<file path="src/rtl/mem_pkg.sv">
// Shared constants and state type for the memory-access stage.
// Opcode/funct3 encodings follow the RV32I base ISA.
package mem_pkg;

    localparam logic [6:0] OP_LOAD  = 7'b0000011;
    localparam logic [6:0] OP_STORE = 7'b0100011;

    localparam logic [2:0] F3_B  = 3'b000;
    localparam logic [2:0] F3_H  = 3'b001;
    localparam logic [2:0] F3_W  = 3'b010;
    localparam logic [2:0] F3_BU = 3'b100;
    localparam logic [2:0] F3_HU = 3'b101;

    typedef enum logic [1:0] {
        IDLE = 2'd0,
        WAIT = 2'd1,
        DONE = 2'd2
    } mem_state_e;

endpackage

</file>
<file path="src/rtl/lsu_align.sv">
// Byte-lane alignment for the data-memory port: store lane replication and
// byte enables, load extraction with sign/zero extension, and misalign detection.
module lsu_align
    import mem_pkg::*;
(
    input  logic [2:0]  funct3,
    input  logic [1:0]  offset,
    input  logic        is_load,
    input  logic        is_store,
    input  logic [31:0] store_data,
    input  logic [31:0] load_word,
    output logic [31:0] wdata,
    output logic [3:0]  be,
    output logic [31:0] load_data,
    output logic        misalign
);

    logic [31:0] shifted;

    assign shifted = load_word >> {offset, 3'b000};

    always_comb begin
        // NOTE: every output gets a default before the case statements so no
        // path leaves a value unassigned, which would otherwise infer a latch.
        wdata     = store_data;
        be        = 4'b1111;
        load_data = load_word;
        misalign  = 1'b0;

        if (is_store) begin
            case (funct3)
                F3_B: begin
                    wdata = {4{store_data[7:0]}};
                    be    = 4'b0001 << offset;
                end
                F3_H: begin
                    wdata = {2{store_data[15:0]}};
                    be    = 4'b0011 << offset;
                end
                F3_W:    misalign = |offset;
                default: ;
            endcase
            if (funct3 == F3_H) begin
                misalign = offset[0];
            end
        end

        if (is_load) begin
            case (funct3)
                F3_B:  load_data = {{24{shifted[7]}}, shifted[7:0]};
                F3_H:  load_data = {{16{shifted[15]}}, shifted[15:0]};
                F3_BU: load_data = {24'b0, shifted[7:0]};
                F3_HU: load_data = {16'b0, shifted[15:0]};
                default: ;
            endcase
            case (funct3)
                F3_H, F3_HU: misalign = offset[0];
                F3_W:        misalign = |offset;
                default:     ;
            endcase
        end
    end

endmodule

</file>
<file path="src/rtl/mem_stage.sv">
// RV32I memory-access stage: req/ack data-memory handshake FSM, captured read
// data for accesses that complete while the pipeline is held, and the MEM/WB register.
module mem_stage
    import mem_pkg::*;
(
    input  logic        clk_i,
    input  logic        rst_i,
    input  logic [31:0] alu_mem_i,
    input  logic [31:0] rs2_mem_i,
    input  logic [31:0] pc4_mem_i,
    input  logic        MemRW_mem_i,
    input  logic [1:0]  WBSel_mem_i,
    input  logic        RegWEn_mem_i,
    input  logic [4:0]  rsW_mem_i,
    input  logic [31:0] inst_mem_i,
    input  logic        enable_i,
    input  logic        reset_i,
    output logic        dmem_req_o,
    output logic        dmem_we_o,
    output logic [31:0] dmem_addr_o,
    output logic [31:0] dmem_wdata_o,
    output logic [3:0]  dmem_be_o,
    input  logic        dmem_ack_i,
    input  logic [31:0] dmem_rdata_i,
    output logic        mem_stall_o,
    output logic        misalign_o,
    output logic [31:0] alu_wb_o,
    output logic [31:0] ld_wb_o,
    output logic [31:0] pc4_wb_o,
    output logic [31:0] inst_wb_o,
    output logic [1:0]  WBSel_wb_o,
    output logic        RegWEn_wb_o,
    output logic [4:0]  rsW_wb_o
);

    mem_state_e  state_q;
    logic [31:0] cap_q;
    logic [31:0] req_addr_q;
    logic        req_we_q;
    logic [31:0] req_wdata_q;
    logic [3:0]  req_be_q;

    logic        is_load;
    logic        is_store;
    logic        aligned_op;
    logic        advance;
    logic [31:0] addr_c;
    logic [31:0] lsu_wdata;
    logic [3:0]  lsu_be;
    logic [31:0] lsu_load;
    logic [31:0] load_word;
    logic        req_c;

    assign is_load  = (inst_mem_i[6:0] == OP_LOAD);
    assign is_store = (inst_mem_i[6:0] == OP_STORE) && MemRW_mem_i;
    assign addr_c   = {alu_mem_i[31:2], 2'b00};

    // Once an access has completed with the pipeline held, the word lives in cap_q.
    assign load_word = (state_q == DONE) ? cap_q : dmem_rdata_i;

    lsu_align u_lsu_align (
        .funct3     (inst_mem_i[14:12]),
        .offset     (alu_mem_i[1:0]),
        .is_load    (is_load),
        .is_store   (is_store),
        .store_data (rs2_mem_i),
        .load_word  (load_word),
        .wdata      (lsu_wdata),
        .be         (lsu_be),
        .load_data  (lsu_load),
        .misalign   (misalign_o)
    );

    assign aligned_op = (is_load || is_store) && !misalign_o;

    // While waiting, the request comes from the registered copy so a flush or
    // a change upstream cannot disturb an access the memory has already seen.
    always_comb begin
        req_c        = 1'b0;
        dmem_addr_o  = addr_c;
        dmem_wdata_o = lsu_wdata;
        dmem_be_o    = lsu_be;
        dmem_we_o    = is_store;
        case (state_q)
            IDLE: req_c = aligned_op;
            WAIT: begin
                req_c        = 1'b1;
                dmem_addr_o  = req_addr_q;
                dmem_wdata_o = req_wdata_q;
                dmem_be_o    = req_be_q;
                dmem_we_o    = req_we_q;
            end
            default: ;
        endcase
        dmem_req_o = req_c && !rst_i;
        dmem_we_o  = dmem_we_o && dmem_req_o;
    end

    assign mem_stall_o = dmem_req_o && !dmem_ack_i;
    assign advance     = enable_i && !mem_stall_o;

    always_ff @(posedge clk_i or posedge rst_i) begin
        // NOTE: sequential state uses non-blocking assignments so every register
        // samples pre-edge values regardless of statement order.
        if (rst_i) begin
            state_q     <= IDLE;
            cap_q       <= '0;
            req_addr_q  <= '0;
            req_we_q    <= 1'b0;
            req_wdata_q <= '0;
            req_be_q    <= '0;
        end else begin
            case (state_q)
                IDLE: begin
                    if (aligned_op) begin
                        if (dmem_ack_i) begin
                            cap_q <= dmem_rdata_i;
                            if (!enable_i) begin
                                state_q <= DONE;
                            end
                        end else begin
                            state_q     <= WAIT;
                            req_addr_q  <= addr_c;
                            req_we_q    <= is_store;
                            req_wdata_q <= lsu_wdata;
                            req_be_q    <= lsu_be;
                        end
                    end
                end
                WAIT: begin
                    if (dmem_ack_i) begin
                        cap_q   <= dmem_rdata_i;
                        state_q <= enable_i ? IDLE : DONE;
                    end
                end
                DONE: begin
                    if (enable_i) begin
                        state_q <= IDLE;
                    end
                end
                default: state_q <= IDLE;
            endcase
        end
    end

    // A misaligned load never read memory, so it writes zero like a non-load.
    always_ff @(posedge clk_i or posedge rst_i) begin
        if (rst_i) begin
            alu_wb_o    <= '0;
            ld_wb_o     <= '0;
            pc4_wb_o    <= '0;
            inst_wb_o   <= '0;
            WBSel_wb_o  <= '0;
            RegWEn_wb_o <= 1'b0;
            rsW_wb_o    <= '0;
        end else if (advance) begin
            if (reset_i) begin
                alu_wb_o    <= '0;
                ld_wb_o     <= '0;
                pc4_wb_o    <= '0;
                inst_wb_o   <= '0;
                WBSel_wb_o  <= '0;
                RegWEn_wb_o <= 1'b0;
                rsW_wb_o    <= '0;
            end else begin
                alu_wb_o    <= alu_mem_i;
                ld_wb_o     <= (is_load && !misalign_o) ? lsu_load : 32'h0;
                pc4_wb_o    <= pc4_mem_i;
                inst_wb_o   <= inst_mem_i;
                WBSel_wb_o  <= WBSel_mem_i;
                RegWEn_wb_o <= RegWEn_mem_i && !misalign_o;
                rsW_wb_o    <= rsW_mem_i;
            end
        end
    end

endmodule
</file>
<file path="config.mk">
export PLATFORM = sky130hd
export DESIGN_NAME = mem_stage
export DESIGN_NICKNAME = d
export VERILOG_FILES = /design/src/rtl/mem_pkg.sv /design/src/rtl/lsu_align.sv /design/src/rtl/mem_stage.sv
export SDC_FILE = /design/constraint.sdc
export NUM_CORES = 1
export LEC_CHECK = 0
export CAP_MARGIN = 20
export CORE_AREA = 2 2 240 124
export DETAILED_ROUTE_END_ITERATION = 16
export DIE_AREA = 0 0 242 126
export GPL_ROUTABILITY_DRIVEN = 1
export HOLD_SLACK_MARGIN = 0.15
export PLACE_DENSITY = 0.77
export SYNTH_ARGS = -nofsm -noshare
export SYNTH_HDL_FRONTEND = slang
export SYNTH_HIERARCHICAL = 1
export SYNTH_SLANG_ARGS = --single-unit
export TNS_END_PERCENT = 50
</file>
<file path="constraint.sdc">
create_clock -name clk_i -period 7.5 [get_ports clk_i]
set_input_delay 1.125 -clock clk_i [delete_from_list [all_inputs] [get_ports clk_i]]
set_output_delay 1.125 -clock clk_i [all_outputs]
set_load 0.1 [all_outputs]
</file>
### Word-level counts from Yosys, hierarchy flattened

Cells that the tools add are included.

* bits in registers: 237
* input bits: 174
* output and inout port bits: 208
* word-level logic and storage cells: 85

* equality and inequality tests: 12
* shifts and indexed selects: 3
* muxes and demuxes: 35
* bitwise gates (word level): 1
* reduce and logical (&&, ||, !) cells: 21

Operators by type and width (count)
* 32-bit two-way mux: 12
* 32-bit case mux with 2 select lines: 2
* 32-bit case mux with 4 select lines: 1
* 32-bit by 5-bit right shift with 16-bit output: 1
* 2-bit two-way mux: 7
* 1-bit logical AND: 8
* 4-bit two-way mux: 2
* 4-bit case mux with 2 select lines: 1
* 7-bit by 2-bit equality test with 1-bit output (second input constant): 1
* 7-bit by 6-bit equality test with 1-bit output (second input constant): 1
* 3-bit equality test (second input constant): 2
* 1-bit two-way mux: 6
* 2-bit != test (second input constant): 3
* 2-bit case mux with 3 select lines: 1
* 5-bit two-way mux: 1
* 1-bit zero test: 4
* 1-bit case mux with 2 select lines: 2
* 4-bit AND reduction: 1
* 2-bit OR reduction: 2
* 1-bit by 2-bit << shifter with 4-bit output (first input constant): 1
* 2-bit by 2-bit << shifter with 4-bit output (first input constant): 1
* 3-bit by 1-bit equality test with 1-bit output (second input constant): 1
* 3-bit by 2-bit equality test with 1-bit output (second input constant): 1
* 3-bit zero test: 1
* other kinds (9): 9

### Longest topological paths before layout

* depth after elaboration: 13
* depth in mapped cells: 14
* gate-level depth less buffers: 10

### Cells and area by module

Netlist, hierarchy kept.

Modules (own cells, without submodules)
* mem_stage: times used 1, cells each 1024, area each 10770.3 sq um
* lsu_align: times used 1, cells each 214, area each 1243.7 sq um

### Least setup slack after synthesis

OpenSTA, ideal clock, no wires.

* path type: input -> output
* start: input port inst_mem_i[3]
* end: output port dmem_req_o
* arrival: 5084 ps
* data required time: 6375 ps
* setup slack: 1291 ps
* stages: 10
* path buffers: 1
* path through: and4bb_2 > nand2_1 > nor2_1 > nand2b_1 > clkbuf_1 > nand2_1 > o211a_1 > nor3_1 > a31oi_1 > nor3_1

* elaborated cells on any way between the ends: 11
* those cells by class: eq/ne (2); mux (4); reduce/logical (5)

RTL lines
* from (decl): RTL line mem_stage.sv:15 `input logic [31:0] inst_mem_i,`
* 7-bit by 2-bit equality test with 1-bit output: RTL line mem_stage.sv:54 `assign is_load = (inst_mem_i[6:0] == OP_LOAD);`
* net is_load: RTL line mem_stage.sv:43 `logic is_load;`
* 1-bit two-way mux: RTL line lsu_align.sv:48 `if (is_load) begin`
* net misalign_o: RTL line mem_stage.sv:26 `output logic misalign_o,`
* 1-bit zero test: RTL line mem_stage.sv:74 `assign aligned_op = (is_load || is_store) && !misalign_o;`
* 1-bit logical AND: RTL line mem_stage.sv:74
* 1-bit case mux with 2 select lines: RTL line mem_stage.sv:84 `case (state_q)`
* 1-bit logical AND: RTL line mem_stage.sv:95 `dmem_req_o = req_c && !rst_i;`
* to (decl): RTL line mem_stage.sv:18 `output logic dmem_req_o,`

The timed path passes the listed nets, and every way through them passes these cells.

### Worst setup path after layout

* start: input port inst_mem_i[0]
* end: output port dmem_wdata_o[8]

* cells in the longest elaborated chain, start to end: 4

Ends and longest elaborated chain
* 7-bit by 6-bit equality test with 1-bit output: RTL line mem_stage.sv:55 `assign is_store = (inst_mem_i[6:0] == OP_STORE) && MemRW_mem_i;`
* 1-bit logical AND: RTL line mem_stage.sv:55
* net is_store: RTL line mem_stage.sv:44 `logic is_store;`
* 32-bit two-way mux: RTL line lsu_align.sv:30 `if (is_store) begin`
* net lsu_wdata[8]: RTL line mem_stage.sv:48 `logic [31:0] lsu_wdata;`
* 32-bit two-way mux: RTL line mem_stage.sv:84
* to (decl): RTL line mem_stage.sv:21 `output logic [31:0] dmem_wdata_o,`

The timed path passes the listed nets, and every way through them passes these cells.

==> flow_metrics.py <==
metrics = {
    "status": {
        "outcome": "complete, no violations",
    },
    "die": {
        "start_util_pct": 42.3,
        "core_um2": 28400,
        "die_w_um": 242,
        "dieArea_um2": 30500,
        "pin_count": 382,
        "fp.dieH_um": 126,
        "fp-row-count": 44,
    },
    "logic_synthesis": {
        "synth_area_per_cell_um2": 9.70,
        "ys.flop_type": "dfrtp_1",
        "synth-seq-area-share_pct": 49.4,
        "async_reset_ff_share_pct": 100,
        "synth_edf_count": 0,
        "ys_seq_elements": 237,
        "synth_cells": 1238,
        "synth.distinct_cells": 46,
        "synth_warnings": 6,
        "syn_area_um2": 12000,
    },
    "timing": {
        "fmax_mhz": 164,
        "setup_violations": 0,
        "hold_violations": 0,
        "rsz0062_at_grt": "no",
        "holdWs_ns": 0.495,
        "finalMaxSlewViolations": 0,
        "fin_crit_sh_pct": 81.1,
        "fin_skew_ns": 0.0273,
        "fin_crit_ns": 6.08,
        "setup_tns_ns": 0,
        "worst_pin_slew_ns": 1.15,
        "slew_headroom_pct": 22.8,
    },
    "final_layout": {
        "syn2layout_area_growth_pct": 38.8,
        "drive_gt1_share_pct": 12.7,
        "n_fill_cell": 2397,
        "layout_common_cells": "clkdlybuf4s50_1, dfrtp_1, o21ai_0, nand2_1, mux2_2",
        "final_common_cell": "clkdlybuf4s50_1",
        "diodes": 0,
        "final_util_pct": 58.7,
        "fin_nets": 1725,
    },
    "clocking": {
        "cts_tree": "yes",
        "h-tree-depth": 1,
        "cts_resized": 0,
        "postCtsSetupBuffers": 0,
        "clock_path_buffers": 3,
        "cts.clk_slew.worst_paths_ns": 0.06,
        "clockRootBuffer": "clkbuf_16",
        "postCtsHoldBufs": 0,
        "cts-buffers-inserted": 23,
        "insertion_delay_ns": 0.54,
        "clock-sinks": 237,
    },
    "global_route": {
        "grt_pass1_wl_mm": 61.5,
        "grt-ovfl-total": 0,
        "grt_pass1_vias": 10432,
        "grt_max_degree": 139,
        "antenna_found_initial": 0,
        "grt_usage_pct": 25.4,
    },
    "worst_setup_path": {
        "r2r_slack_ns": 4.24,
        "critical_path_class": "input port to primary output",
        "cp-startpoint": "inst_mem_i[0]",
        "r2r-start": "state_q[1]$_DFFE_PP0P_",
        "crit_path_end_kind": "primary output",
        "crit_path_start_kind": "input port",
        "crit_fanout": 8,
        "critical_path_arrival_ns": 4.96,
        "worstPathRequired_ns": 6.38,
    },
    "place": {
        "gp_congestion": 0.880,
        "place.detailed.hpwl_mm": 27.1,
        "portBuffers": 379,
    },
    "detailed_routing": {
        "num_vias": 10528,
        "wl_per_cell_um": 20.1,
        "antenna_left": 0,
        "via_per_inst": 5.38,
        "drt_first_iter_violations": 697,
        "routed_wl_mm": 39.4,
        "drt-pass1-iter-count": 6,
        "drc": 0,
    },
    "pwr": {
        "powerDensity_nw_per_um2": 221,
        "p_leak_nw": 7.35,
        "p_switching_mw": 1.31,
        "sequentialPowerShare_pct": 40.0,
        "power.share.combinational_pct": 28.3,
        "power.internal_mw": 2.38,
        "vdd.ir_drop.worst_uv": 135,
        "netSwitchingFraction_pct": 35.4,
        "clock_power_share_pct": 31.7,
    },
    "worst_hold_path": {
        "worstHoldPathType": "flop to flop",
        "hold_path.startpoint": "req_wdata_q[12]$_DFFE_PP0P_",
    },
    "job": {
        "cap_viol_max_count": 0,
    },
}
final cells by class:
type | instances | area (µm²) | share of cell area (%)
multi-input combinational | 883 | 5530 | 33.2
inverter | 11 | 45.0 | 0.270
clock inverter | 4 | 55.1 | 0.330
sequential | 237 | 5930 | 35.6
timing repair buffer | 395 | 3940 | 23.6
tap | 391 | 489 | 2.93
clock buffer | 37 | 678 | 4.07
path summary, 6_finish.rpt:
path / endpoint / cells past startpoint
max: dmem_wdata_o[8] / 10
min: req_wdata_q[12]$_DFFE_PP0P_ / 1
max reg2reg: rsW_wb_o[3]$_DFFE_PP0P_ / 5
min reg2reg: req_wdata_q[12]$_DFFE_PP0P_ / 1
max in group asynchronous: inst_wb_o[13]$_DFFE_PP0P_ / 4
min in group asynchronous: req_addr_q[24]$_DFFE_PP0P_ / 2
flip-flops by register name, summed over array words and instances (netlist names):
signal	cells
inst_wb_o	32
req_be_q	4
req_addr_q	30
req_we_q	1
rsW_wb_o	5
req_wdata_q	32
state_q	2
alu_wb_o	32
pc4_wb_o	32
ld_wb_o	32
RegWEn_wb_o	1
cap_q	32
WBSel_wb_o	2
worst max-delay path, cell delays in order:
cell             delay (ns)
clkdlybuf4s50_1        0.50
and4bb_2               0.34
and2_1                 0.21
and3_1                 0.27
nand2b_1               0.12
nor3_2                 0.72
mux2_2                 0.31
nand2_1                0.05
nand2_1                0.11
clkdlybuf4s50_1        1.17
routing by layer:
metal / vias to the layer above / GRT usage (%) / wire (µm) / share of wire [%]
li1: 4845 / - / - / -
met1: 5216 / 34.8 / 17000 / 43
met2: 418 / 40.5 / 18100 / 46
met3: 49 / 7.20 / 3480 / 8.8
met4: 0 / 5.01 / 761 / 1.9
met5: - / 0 / 0 / 0
synthesized netlist by cell type (all sizes together), types with 3 or more instances:
master / number / share of area [%]
nand2b: 107 / 5.6
mux2i: 17 / 1.4
nand2: 223 / 7.0
nor2: 53 / 1.7
nor4: 3 / 0.21
a31oi: 9 / 0.47
o21ai: 229 / 9.6
nor3: 12 / 0.62
a21oi: 16 / 0.67
nor2b: 5 / 0.26
dfrtp: 237 / 49
buf: 45 / 2.5
clkbuf: 63 / 2.1
a22o: 33 / 2.4
inv: 10 / 0.31
mux2: 147 / 14
a211oi: 7 / 0.44
cell families after synthesis:
group | share of synthesized area [%]
compound gates | 14.5
other cells | 0.0312
simple gates | 16.1
flops | 49.4
mux | 15.2
buf+inv | 4.88
power groups by stage:
stage | clock network, mW | registers (mW) | logic (mW)
final | 1.17 | 1.48 | 1.04
after global routing | 1.25 | 1.49 | 1.09
after CTS | 1.20 | 1.48 | 1.05
after detailed placement | 0 | 1.50 | 1.04
after global placement | 0 | 1.49 | 1.03
after floorplan | 0 | 1.82 | 0.397
through the flow:
stage | instance area, µm² | setup slack (ns) | instances | total power [mW]
global placement | 15900 | 1.52 | 1915 | 2.52
CTS | 16600 | 1.45 | 1956 | 3.72
detailed placement | 15900 | 1.47 | 1915 | 2.54
finish | 16700 | 1.42 | 1958 | 3.69
global route | 16700 | 1.25 | 1958 | 3.84
floorplan | 12000 | 1.29 | 1239 | 2.22
No activity file was read; power rests on OpenSTA's default activity.
